[src/rtl/blink_mode_ctrl.sv]
// blink_mode_ctrl: upstream control stage for the LED blinker.
// Synchronises and debounces two raw push-buttons, turns debounced presses
// into next/prev/reset-to-default mode steps with wrap-around, and drives the
// blinker period offset = BASE_OFFSET << mode.
//
// Ports:
//   clk          - system clock, rising edge
//   rst_n        - asynchronous active-low reset
//   btn_next     - raw "next mode" button, active high, asynchronous
//   btn_prev     - raw "previous mode" button, active high, asynchronous
//   mode         - current blink mode (registered)
//   offset       - blink period for the blinker (registered)
//   mode_changed - one-cycle pulse in the cycle mode/offset take a new value
//   btn_db       - debounced levels {btn_prev, btn_next}
module blink_mode_ctrl #(
    parameter int unsigned DEBOUNCE_CYCLES = 1000,
    parameter int unsigned BASE_OFFSET     = 100,
    parameter logic [2:0]  DEFAULT_MODE    = 3'd5,
    parameter logic [2:0]  MAX_MODE        = 3'd7
) (
    input  logic        clk,
    input  logic        rst_n,
    input  logic        btn_next,
    input  logic        btn_prev,
    output logic [2:0]  mode,
    output logic [15:0] offset,
    output logic        mode_changed,
    output logic [1:0]  btn_db
);

    localparam int unsigned NB = 2;
    localparam int unsigned CW = 16;
    localparam int unsigned MW = 3;
    localparam int unsigned OW = 16;

    localparam logic [CW-1:0] CNT_LAST   = CW'(DEBOUNCE_CYCLES - 32'd1);
    localparam logic [OW-1:0] BASE_OFS   = OW'(BASE_OFFSET);
    localparam logic [OW-1:0] RST_OFFSET = BASE_OFS << DEFAULT_MODE;

    // Bit 0 = next, bit 1 = prev throughout.
    logic [NB-1:0] raw_btn;
    logic [NB-1:0] sync1_q;
    logic [NB-1:0] sync2_q;
    logic [NB-1:0] db_q;
    logic [NB-1:0] db_d;
    logic [NB-1:0] db_prev_q;
    logic [CW-1:0] cnt_q [NB];
    logic [CW-1:0] cnt_d [NB];
    logic [NB-1:0] press_ev;

    logic [MW-1:0] mode_q;
    logic [MW-1:0] mode_d;
    logic [OW-1:0] offset_q;
    logic [OW-1:0] offset_d;
    logic          changed_q;
    logic          changed_d;

    assign raw_btn = {btn_prev, btn_next};

    // Two-flop synchroniser, debounce state and the delayed copy for edge detect.
    always_ff @(posedge clk or negedge rst_n) begin
        if (!rst_n) begin
            sync1_q   <= '0;
            sync2_q   <= '0;
            db_q      <= '0;
            db_prev_q <= '0;
            for (int b = 0; b < NB; b++) begin
                cnt_q[b] <= '0;
            end
        end else begin
            sync1_q   <= raw_btn;
            sync2_q   <= sync1_q;
            db_q      <= db_d;
            db_prev_q <= db_q;
            for (int b = 0; b < NB; b++) begin
                cnt_q[b] <= cnt_d[b];
            end
        end
    end

    // Debounce: the level only follows s after DEBOUNCE_CYCLES consecutive
    // cycles of disagreement; any agreement restarts the count.
    always_comb begin
        db_d = db_q;
        for (int b = 0; b < NB; b++) begin
            cnt_d[b] = '0;
            if (sync2_q[b] != db_q[b]) begin
                if (cnt_q[b] == CNT_LAST) begin
                    db_d[b] = sync2_q[b];
                end else begin
                    cnt_d[b] = cnt_q[b] + CW'(1);
                end
            end
        end
    end

    // Rising edges only; releases are ignored.
    assign press_ev = db_q & ~db_prev_q;

    // Mode, offset and change-pulse registers.
    always_ff @(posedge clk or negedge rst_n) begin
        if (!rst_n) begin
            mode_q    <= DEFAULT_MODE;
            offset_q  <= RST_OFFSET;
            changed_q <= 1'b0;
        end else begin
            mode_q    <= mode_d;
            offset_q  <= offset_d;
            changed_q <= changed_d;
        end
    end

    // Next mode; a simultaneous press always reloads and always pulses.
    always_comb begin
        mode_d    = mode_q;
        changed_d = 1'b0;
        unique case (press_ev)
            2'b01: begin
                mode_d    = (mode_q == MAX_MODE) ? MW'(0) : mode_q + MW'(1);
                changed_d = 1'b1;
            end
            2'b10: begin
                mode_d    = (mode_q == MW'(0)) ? MAX_MODE : mode_q - MW'(1);
                changed_d = 1'b1;
            end
            2'b11: begin
                mode_d    = DEFAULT_MODE;
                changed_d = 1'b1;
            end
            default: begin
                mode_d    = mode_q;
                changed_d = 1'b0;
            end
        endcase
        offset_d = BASE_OFS << mode_d;
    end

    assign mode         = mode_q;
    assign offset       = offset_q;
    assign mode_changed = changed_q;
    assign btn_db       = db_q;

endmodule
[config.mk]
export PLATFORM = sky130hd
export DESIGN_NAME = blink_mode_ctrl
export DESIGN_NICKNAME = d
export VERILOG_FILES = /design/src/rtl/blink_mode_ctrl.sv
export SDC_FILE = /design/constraint.sdc
export NUM_CORES = 1
export LEC_CHECK = 0
export ABC_AREA = 1
export ABC_CLOCK_PERIOD_IN_PS = 1900
export CORE_UTILIZATION = 54
export CTS_BUF_LIST = sky130_fd_sc_hd__clkbuf_8
export DETAILED_ROUTE_END_ITERATION = 8
export GPL_TIMING_DRIVEN = 0
export PLACE_DENSITY = 0.9
export RECOVER_POWER = 50
export SETUP_SLACK_MARGIN = 0.5
export SLEW_MARGIN = 20
export SYNTH_ARGS = -nofsm -noshare
export SYNTH_HDL_FRONTEND = slang
export SYNTH_SLANG_ARGS = --single-unit
[constraint.sdc]
create_clock -name clk -period 1.9 [get_ports clk]
set_input_delay 0.475 -clock clk [delete_from_list [all_inputs] [get_ports clk]]
set_output_delay 0.475 -clock clk [all_outputs]
set_load 0.005 [all_outputs]
Word-level counts from Yosys, hierarchy flattened
Cells that the tools add are included.

storage, ports and cells
  bits in registers = 60
  bits of input ports = 4
  logic and storage cells = 37

cells by class
  add/sub/neg operators = 4
  equality and inequality tests = 8
  shift-type cells = 1
  multiplexer cells = 8
  bitwise gates (word level) = 2
  reductions and logical operators = 4

operator list
  cell                                                   number
  two-way mux 16 bit                                     4
  adder 16 x 1 -> 16 bit, second input constant          2
  equality test 16 x 10 -> 1 bit, second input constant  2
  << shifter 7 x 3 -> 16 bit, first input constant       1
  case mux 3 bit (3 select lines)                        1
  two-way mux 3 bit                                      2
  equality test 2 bit, second input constant             2
  AND reduction 2 bit                                    2
  adder 3 x 1 -> 3 bit, second input constant            1
  equality test 3 bit, second input constant             1
  logical NOT 3 bit                                      1
  OR reduction 3 bit                                     1
  subtractor 3 x 1 -> 3 bit, second input constant       1
  AND 2 bit                                              1
  equality test 2 x 1 -> 1 bit, second input constant    1
  inequality test 1 bit                                  2
  inverter 2 bit                                         1
  two-way mux 1 bit                                      1

Logic depth before layout (Yosys ltp)
  depth after elaboration = 5
  mapped depth = 12
  mapped depth without buffers = 12

Worst setup path before layout
Ideal clock, no wire load.

  kind = register -> register
  start = reg mode_q[0], in the netlist mode[0]
  end = reg offset_q[7], in the netlist offset[7]
  arrival time = 1.915 ns
  required time = 1.839 ns
  setup slack = -0.076 ns
  stages on the path, launching flop included = 13
  period minus slack after synthesis = 1.976 ns
  path through = dfstp_2 > inv_1 > ha_1 > inv_1 > nor2_1 > nand2_1 > nand2_4 > nor2_1 > nor2_1 > ha_1 > inv_1 > nand3_1 > nand2_1

between the ends
  cells in the longest elaborated chain, start to end = 4
  elaborated cells between the ends (all ways) = 8
  classes of those cells = add/sub (2); eq/ne (1); shift (1); mux (3); reduce/logical (1)

RTL lines
  element                                                  line      text
  start, declared                                          51        logic [MW-1:0] mode_q;
  start signal, assigned                                   107       mode_q <= mode_d;
  subtractor 3 x 1 -> 3 bit, or another cell as far along  123       mode_d = (mode_q == MW'(0)) ? MAX_MODE : mode_q - MW'(1);
  two-way mux 3 bit, on equally long branches              123, 119
  case mux 3 bit (3 select lines) (*)                      117       unique case (press_ev)
  net mode_d[1]                                            52        logic [MW-1:0] mode_d;
  << shifter 7 x 3 -> 16 bit (*)                           135       offset_d = BASE_OFS << mode_d;
  net offset_d[7]                                          54        logic [OW-1:0] offset_d;
  end signal, assigned                                     108       offset_q <= offset_d;
  end, declared                                            53        logic [OW-1:0] offset_q;

The timed path passes the listed nets; every way through them passes the cells marked *.
A chain may end at the register's enable or synchronous reset.

Worst setup path in the final report
Same ends and word-level chain as after synthesis.

==> reports/metrics.yaml <==
run_status:
  status: "complete, but fails checks"
  failed_checks: "setup timing"
cells_and_area:
  finalCoreUtilization_pct: 71.6
  antenna_cells: 0
  nNetsFinal: 431
  layout-drive-gt1-share_pct: 27.0
  area_delta_synth_final_pct: 25.9
  layout.cells.non_filler: 488
  final_area_mm2: 0.00372
route:
  drt_iter0_drc: 255
  drtPass1Iterations: 5
  vias: 2672
  avgRoutedWirePerCell_um: 17.5
  postRouteAntennaNets: 0
  drc: 0
  routed_wl_um: 8530
  met1_length_um: 3420
  avgViaCountPerCell: 5.48
  wl_met3_um: 636
  route.top_layer_used: "met4"
  routed-wl-met2_um: 4230
sta:
  setup_ws_ps: -188
  hold_viol: 0
  max_freq_mhz: 479
  report.final.slew_viol_count: 0
  worstMarginPinSlew_ps: 1390
  fin_hold_ws_ps: 374
  rsz0062_at_grt: "yes"
  relSlewSlack_pct: 7.00
  finalSetupViolations: 10
  skew_ps: 5.45
  min_period_over_period_pct: 110
  min_period_ps: 2090
  fin_setup_tns_ps: -671
power_and_ir_drop:
  combPwrFrac_pct: 4.2
  sw_frac_of_total_pct: 24.1
  p_clk_share_pct: 33.3
  p_int_mw: 1.48
  p_seq_share_pct: 62.6
  switching_power_uw: 472
  finalPower_mw: 1.96
  p_leak_nw: 1.68
  vdd_drop_max_mv: 0.450
  power_density_mw_per_mm2: 525
grt:
  antenna_found_initial: 0
  first_global_vias: 2572
  grt-ovfl-total: 0
  grt_use_total_pct: 27.1
  grt_max_degree: 57
  grt_pass1_wl_um: 12200
place:
  placedCellCount: 459
  numPortBuffers: 21
  post-dp-hpwl_um: 4280
  routabilityCongestion: 0.917
  dp_slack_ps: -166
  post_dp_cell_area_mm2: 0.00328
setup_path:
  r2r_cells: 12
  crit_type: "flip-flop to flip-flop"
  worst-path-buf-inv: 3
  worstPathArrival_ps: 2340
  critPathLaunchType: "flip-flop"
  path_max_fanout: 4
  crit_chain: "inv_4, ha_4, inv_2, nor2_4, nand2_2, nand2_4, nor2_2, nor2_4, ha_4, inv_4, nand3_2, nand2_1"
  crit_path_end: "offset[7]$_DFF_PN1_"
  worstSetupStartpoint: "mode[0]$_DFF_PN1_"
  crit_path_top_delay_cell: "dfstp_2"
  timing.rr.start: "mode[0]$_DFF_PN1_"
  critPathTopFamily: "simple AND/OR/NAND/NOR gates"
  r2r_end: "offset[7]$_DFF_PN1_"
  end_kind: "flip-flop"
  required_ps: 2150
  critical_path_depth: 12
  r2r_slack_ps: -190
  cpPeakStageDelay_ps: 610
synth:
  synth_warnings: 0
  ys_types: 31
  netlist_instances: 365
  postSynthAreaPerCell_um2: 8.10
  ys_ff_latch: 56
  yosysSeqAreaShare_pct: 47.6
  synth_area_mm2: 0.00296
clocking:
  cts_buffers: 5
  hold_buffers: 0
  cts_tree: "built"
  path_clk_slew_ps: 100
  htree_levels: 2
  cts-root-buf: "clkbuf_8"
  clockBufferDepth: 2
  clk_latency_ps: 310
  clkSinkCount: 56
min_path:
  hold_start: "sync1_q[0]$_DFF_PN0_"
  hold_class: "flip-flop to flip-flop"
floorplan:
  die_h_um: 76.0
  initial_core_util_pct: 56.8
  die_width_um: 76.0
  num_io_pins: 26
  rows: 26
  coreArea_mm2: 0.00520
  dieArea_mm2: 0.00578
flow_run:
  maxCapViolCount: 0
-- logic make-up after synthesis --
logic type / Yosys count / synth area share, %
AO/OA/AOI/OAI: 14 / 3.64
XOR/XNOR: 14 / 4.40
adder cells (fa/ha/maj): 10 / 4.23
buffers and inverters: 52 / 7.11
flip-flops: 56 / 47.6
other: 1 / 0.127
AND/OR/NAND/NOR: 218 / 32.9
-- state kept, by name (all words and copies together), names as in the netlist --
register      cells
btn_db            2
cnt_q            32
db_prev_q         2
mode              3
mode_changed      1
offset           12
sync1_q           2
sync2_q           2
-- worst register-to-register path, delay by kind of cell, from the launching register on --
kind	cells	cell delay, ps
AND/OR/NAND/NOR	7	720
flip-flops	1	610
buffers and inverters	3	160
adder cells (fa/ha/maj)	2	550
-- worst min path at each step --
stage | endpoint | cells after the start
6_report | sync2_q[0]$_DFF_PN0_ | 0
5_1_grt | sync2_q[0]$_DFF_PN0_ | 0
4_1_cts | cnt_q[20]$_DFF_PN0_ | 1
3_5_place_dp | sync2_q[0]$_DFF_PN0_ | 0
3_3_place_gp | sync2_q[0]$_DFF_PN0_ | 0
2_1_floorplan | btn_db[0]$_DFFE_PN0P_ | 0
-- layout make-up --
class	count	area, um^2
inverters	48	188
multi-input cells	260	1560
fillers	341	1480
plain buffers	4	30.0
clock inverters	3	12.5
well taps	70	87.6
repair buffers	42	368
clock buffers	5	68.8
flip-flops and latches	56	1410
-- power groups by stage --
stage / clock (mW) / combinational, mW / sequential, mW
3_5_place_dp: 0 / 0.0755 / 1.24
3_3_place_gp: 0 / 0.0728 / 1.24
2_1_floorplan: 0 / 0.0377 / 1.24
5_1_grt: 0.695 / 0.0945 / 1.23
4_1_cts: 0.631 / 0.0767 / 1.22
6_report: 0.650 / 0.0814 / 1.22
-- repair_timing --
item / in CTS / in global routing
gates cloned: 0 / 0
buffers inserted: 14 / 7
hold endpoints to repair: 0 / 0
endpoints found under the setup margin: 40 / 52
pin swaps: 7 / 12
resized for setup: 70 / 46
-- cells in the final DEF, fill, tap and decap left out, drive strengths merged --
| cell type | synthesis | final |
|---|---|---|
| nand3 | 25 | 25 |
| o211ai | 1 | 1 |
| o21bai | 3 | 3 |
| or2 | 1 | 1 |
| ha | 10 | 10 |
| nand2 | 92 | 92 |
| xnor2 | 4 | 4 |
| xor2 | 10 | 10 |
| clkbuf | 0 | 10 |
| nand4 | 12 | 12 |
| a21oi | 5 | 5 |
| nor3b | 2 | 2 |
| nand3b | 1 | 1 |
| dfrtp | 51 | 51 |
| dlygate4sd3 | 0 | 2 |
| nor2 | 83 | 83 |
| clkinv | 0 | 1 |
| dfstp | 5 | 5 |
| inv | 48 | 50 |
| nor3 | 2 | 2 |
| buf | 4 | 30 |
| conb | 1 | 4 |
| clkdlybuf4s15 | 0 | 9 |
| o21ai | 5 | 5 |
-- per-layer routing --
layer	vias to the layer above	global-route usage [%]
met4	0	9.23
met1	1260	34.8
met2	161	46.7
li1	1218	-
met3	33	4.19
met5	-	0
-- cells in the mapped netlist (all sizes together) --
| cell type | number | area share (%) |
|---|---|---|
| a21oi | 5 | 1.2 |
| buf | 4 | 1.0 |
| conb | 1 | 0.13 |
| dfrtp | 51 | 43 |
| dfstp | 5 | 4.4 |
| ha | 10 | 4.2 |
| inv | 48 | 6.1 |
| nand2 | 92 | 13 |
| nand3 | 25 | 4.4 |
| nand3b | 1 | 0.25 |
| nand4 | 12 | 2.5 |
| nor2 | 83 | 11 |
| nor3 | 2 | 0.51 |
| nor3b | 2 | 0.85 |
| o211ai | 1 | 0.42 |
| o21ai | 5 | 1.2 |
| o21bai | 3 | 0.76 |
| or2 | 1 | 0.21 |
| xnor2 | 4 | 1.2 |
| xor2 | 10 | 3.2 |
(Power assumes the default switching activity.)
